==> src/rtl/full_adder.sv <==
// full_adder: ripple-carry adder with registered result and saturating carry counter
module fa_cell (
  input  logic a,
  input  logic b,
  input  logic ci,
  output logic s,
  output logic co
);
  assign s  = a ^ b ^ ci;
  assign co = (a & b) | (a & ci) | (b & ci);
endmodule

module full_adder #(
  parameter int WIDTH = 1
) (
  input  logic             clk,
  input  logic             rst,
  input  logic [WIDTH-1:0] a,
  input  logic [WIDTH-1:0] b,
  input  logic             cin,
  output logic [WIDTH-1:0] sum,
  output logic             cout,
  output logic             ovf,
  output logic [WIDTH-1:0] sum_q,
  output logic             cout_q,
  output logic [15:0]      carry_cnt
);
  logic [WIDTH:0] c;
  assign c[0] = cin;
  for (genvar i = 0; i < WIDTH; i++) begin : g_cell
    fa_cell u_cell (.a(a[i]), .b(b[i]), .ci(c[i]), .s(sum[i]), .co(c[i+1]));
  end
  assign cout = c[WIDTH];
  assign ovf  = c[WIDTH] ^ c[WIDTH-1];
  always_ff @(posedge clk) begin
    if (rst) begin
      sum_q     <= '0;
      cout_q    <= 1'b0;
      carry_cnt <= 16'd0;
    end else begin
      sum_q     <= sum;
      cout_q    <= cout;
      carry_cnt <= (cout && carry_cnt != 16'hFFFF) ? carry_cnt + 16'd1 : carry_cnt;
    end
  end
endmodule

==> config.mk <==
export PLATFORM = sky130hd
export DESIGN_NAME = full_adder
export DESIGN_NICKNAME = d
export VERILOG_FILES = /design/src/rtl/full_adder.sv
export SDC_FILE = /design/constraint.sdc
export NUM_CORES = 1
export LEC_CHECK = 0
export CAP_MARGIN = 5
export CORE_MARGIN = 2
export CORE_UTILIZATION = 49
export CTS_CLUSTER_SIZE = 40
export DETAILED_ROUTE_END_ITERATION = 12
export PLACE_DENSITY = 0.92
export SKIP_CTS_REPAIR_TIMING = 1
export SLEW_MARGIN = 15
export SYNTH_ARGS = -nofsm -noshare
export SYNTH_HDL_FRONTEND = slang
export SYNTH_HIERARCHICAL = 1
export SYNTH_SLANG_ARGS = --single-unit
export TNS_END_PERCENT = 50
==> constraint.sdc <==
create_clock -name clk -period 4.4 [get_ports clk]
set_clock_uncertainty 0.2 [all_clocks]
set_input_delay 0.66 -clock clk [delete_from_list [all_inputs] [get_ports clk]]
set_output_delay 0.66 -clock clk [all_outputs]
set_load 0.01 [all_outputs]
==> flow_metrics.tcl <==
set metrics [dict create \
    syn_nets 106 \
    routedWlPerCell_um 14.3 \
    rsz0062_at_grt "false" \
    grt_use_total_pct 23.0 \
    grt_pass1_wl_mm 3.51 \
    worst_ep_arrival_time_ns 2.38 \
    slew_viol_final 0 \
    die_area_sq_mm 0.00219 \
    ys_seq_area_share_pct 40.1 \
    cts_tree "yes" \
    dr_wl_met2_mm 1.06 \
    gp_congestion 0.803 \
    crit_path_start "a" \
    place_inst 146 \
    num_vias 880 \
    crit_chain "clkdlybuf4s50_1 > fa_1 > xor2_1 > clkdlybuf4s50_1" \
    max_freq_mhz 309 \
    start_util_pct 52.1 \
    nNetsFinal 133 \
    worstPathBufferInverterCount 2 \
    synth_top_area_cell "dfxtp_1" \
    ant_nets 0 \
    rr_worst_depth 4 \
    fin_crit_ns 3.24 \
    drt-total-wl_mm 2.15 \
    rows 15 \
    final_layout_size_suffix_gt1_share_pct 6.40 \
    crit-reg2reg-launch "carry_cnt[7]" \
    power_leakage_nw 0.380 \
    slowest_delay_ns 0.57 \
    worstSetupEndpoint "ovf" \
    max_cap_viol_count 0 \
    avgSynthCellArea_sq_um 9.09 \
    wl_met1_um 943 \
    drtIter0Drc 20 \
    grt_remaining_overflow 0 \
    syn_to_final_growth_pct 31.6 \
    cts_root_buffer "clkbuf_4" \
    ys_seq_elements 18 \
    synth_top_cells_by_area "dfxtp_1, a21oi_1, nand3_1" \
    fin_cells 150 \
    cts.sinks 18 \
    cp_common_cell "clkdlybuf4s50_1" \
    finalCritPeriodShare_pct 73.7 \
    slowest_stage "fa_1" \
    pin_count 26 \
    fin_area_sq_mm 0.00118 \
    slew_headroom_pct 48.4 \
    setup.worst_path.start_class "primary input" \
    cts_made_buffers 3 \
    rrSetupSlack_ns 2.21 \
    clk_latency_ns 0.30 \
    core_region_area_sq_mm 0.00173 \
    endpoint_kind "output pin" \
    dieHeight_um 46.8 \
    vdd_drop_max_v 0.000199 \
    yosysUniqueCellTypes 33 \
    viasPerCell 5.87 \
    cts_buffer_depth 2 \
    hold_path_class "register to register" \
    critical-path-top-delay-family "buffers and inverters" \
    syn_inst 99 \
    finalHoldViolCount 0 \
    final_cell_mix "clkdlybuf4s50_1, dfxtp_1, nand3_1, nor2_1, a21oi_1" \
    hpwl_mm 1.55 \
    worstPathRequired_ns 3.54 \
    final_common_cell "clkdlybuf4s50_1" \
    first_pass_iters 4 \
    timing.rr.end "carry_cnt[1]" \
    finalSetupViolCount 0 \
    path_class "primary input to output pin" \
    clkTransAtPathRegs_ns 0.10 \
    diodes 0 \
    yosys_warnings 6 \
    grt_pass1_vias 813 \
    cts_max_level 1 \
    run_status "finished clean" \
    holdWs_ns 0.362 \
    cp_max_fo 10 \
    netlist_area_sq_um 900 \
    power_density_mw_per_mm2 262 \
    grt_max_degree 19 \
    dr_wl_met3_um 91 \
    die_w_um 46.8 \
    synth.top_cell.area_share_pct 40.1 \
    place_area_sq_mm 0.00115 \
    drc_errors 0 \
    worstSetupPathDepth 4 \
    fin_setup_tns_ns 0 \
    top_layer_used "met4" \
    port-buffer-count 25 \
    antenna_found_initial 0 \
    worst_slew_pin_slew_ns 0.764 \
]
==> cell type report <==
type / count / area [sq um]
clock buffers: 4 / 36.3
well taps: 25 / 31.3
repair buffers: 26 / 258
multi-input cells: 77 / 498
fillers: 139 / 543
flip-flops and latches: 18 / 360
==> metrics by stage <==
| step | utilization, % | setup WS, ns | power (W) |
|---|---|---|---|
| floorplan | - | 1.95 | 0.000193 |
| global placement | 66.4 | 1.18 | 0.000210 |
| detailed placement | 66.4 | 1.16 | 0.000211 |
| CTS | 68.6 | 1.16 | 0.000311 |
| global route | 68.6 | 1.07 | 0.000325 |
| finish | 68.6 | 1.16 | 0.000310 |
==> power by group <==
group / leakage (nW) / switching (W) / internal, W
clock network: 0.0210 / 0.0000526 / 0.0000505
logic: 0.213 / 0.0000159 / 0.0000209
registers: 0.146 / 0.00000358 / 0.000167
==> worst min path at each step <==
| stage | startpoint | endpoint | slack [ns] | cells after the start |
|---|---|---|---|---|
| after detailed placement | carry_cnt[6] | carry_cnt[6] | 0.32 | 1 |
| after global routing | carry_cnt[9] | carry_cnt[9] | 0.38 | 2 |
| final | carry_cnt[6] | carry_cnt[6] | 0.36 | 1 |
| after floorplan | carry_cnt[15] | carry_cnt[15] | 0.33 | 2 |
| after global placement | carry_cnt[15] | carry_cnt[15] | 0.31 | 2 |
| after CTS | carry_cnt[6] | carry_cnt[6] | 0.36 | 1 |
==> kinds of logic after synthesis <==
group / share of synthesized area [%]
and+or+nand+nor: 29.9
AOI/OAI and AO/OA: 16.8
DFF: 40.1
xor gates and xnor gates: 3.90
buffers and inverters: 4.59
adders and majority gates: 3.62
muxes: 1.11
==> routing by layer <==
layer  vias up  GRT usage, %
li1        437             -
met1       409          28.0
met2        27          37.8
met3         7          3.46
met4         0          14.4
met5         -             0
==> sequential cells by signal, summed over array words and instances (netlist names) <==
signal / count
sum_q: 1
cout_q: 1
carry_cnt: 16
==> synth_stat cells <==
cell type	instances
nor3_1	3
a31oi_1	2
a211oi_1	2
dfxtp_1	18
xnor2_1	2
nand3_1	8
mux2i_1	1
nand2_1	4
xor2_1	2
fa_1	1
ha_1	1
buf_4	1
and3_1	2
o31ai_1	4
or3_1	2
nor2_1	8
o311ai_0	1
clkbuf_8	1
and4_2	1
buf_6	1
and4_1	3
a2111oi_0	1
or3_2	1
o21ai_0	4
o21bai_1	1
dlygate4sd1_1	1
nor4_1	1
a21oi_1	8
nor2b_1	2
nand4_1	6
or4_1	4
or4b_4	1
o41ai_1	1
==> worst register-to-register path: cells and delay by family (launching register included) <==
kind | cells | cell delay [ns]
AO/OA/AOI/OAI | 1 | 0.80
AND/OR/NAND/NOR | 2 | 0.33
multiplexers | 1 | 0.26
flip-flops | 1 | 0.47
Note: power is estimated with default switching activity, not from simulation.
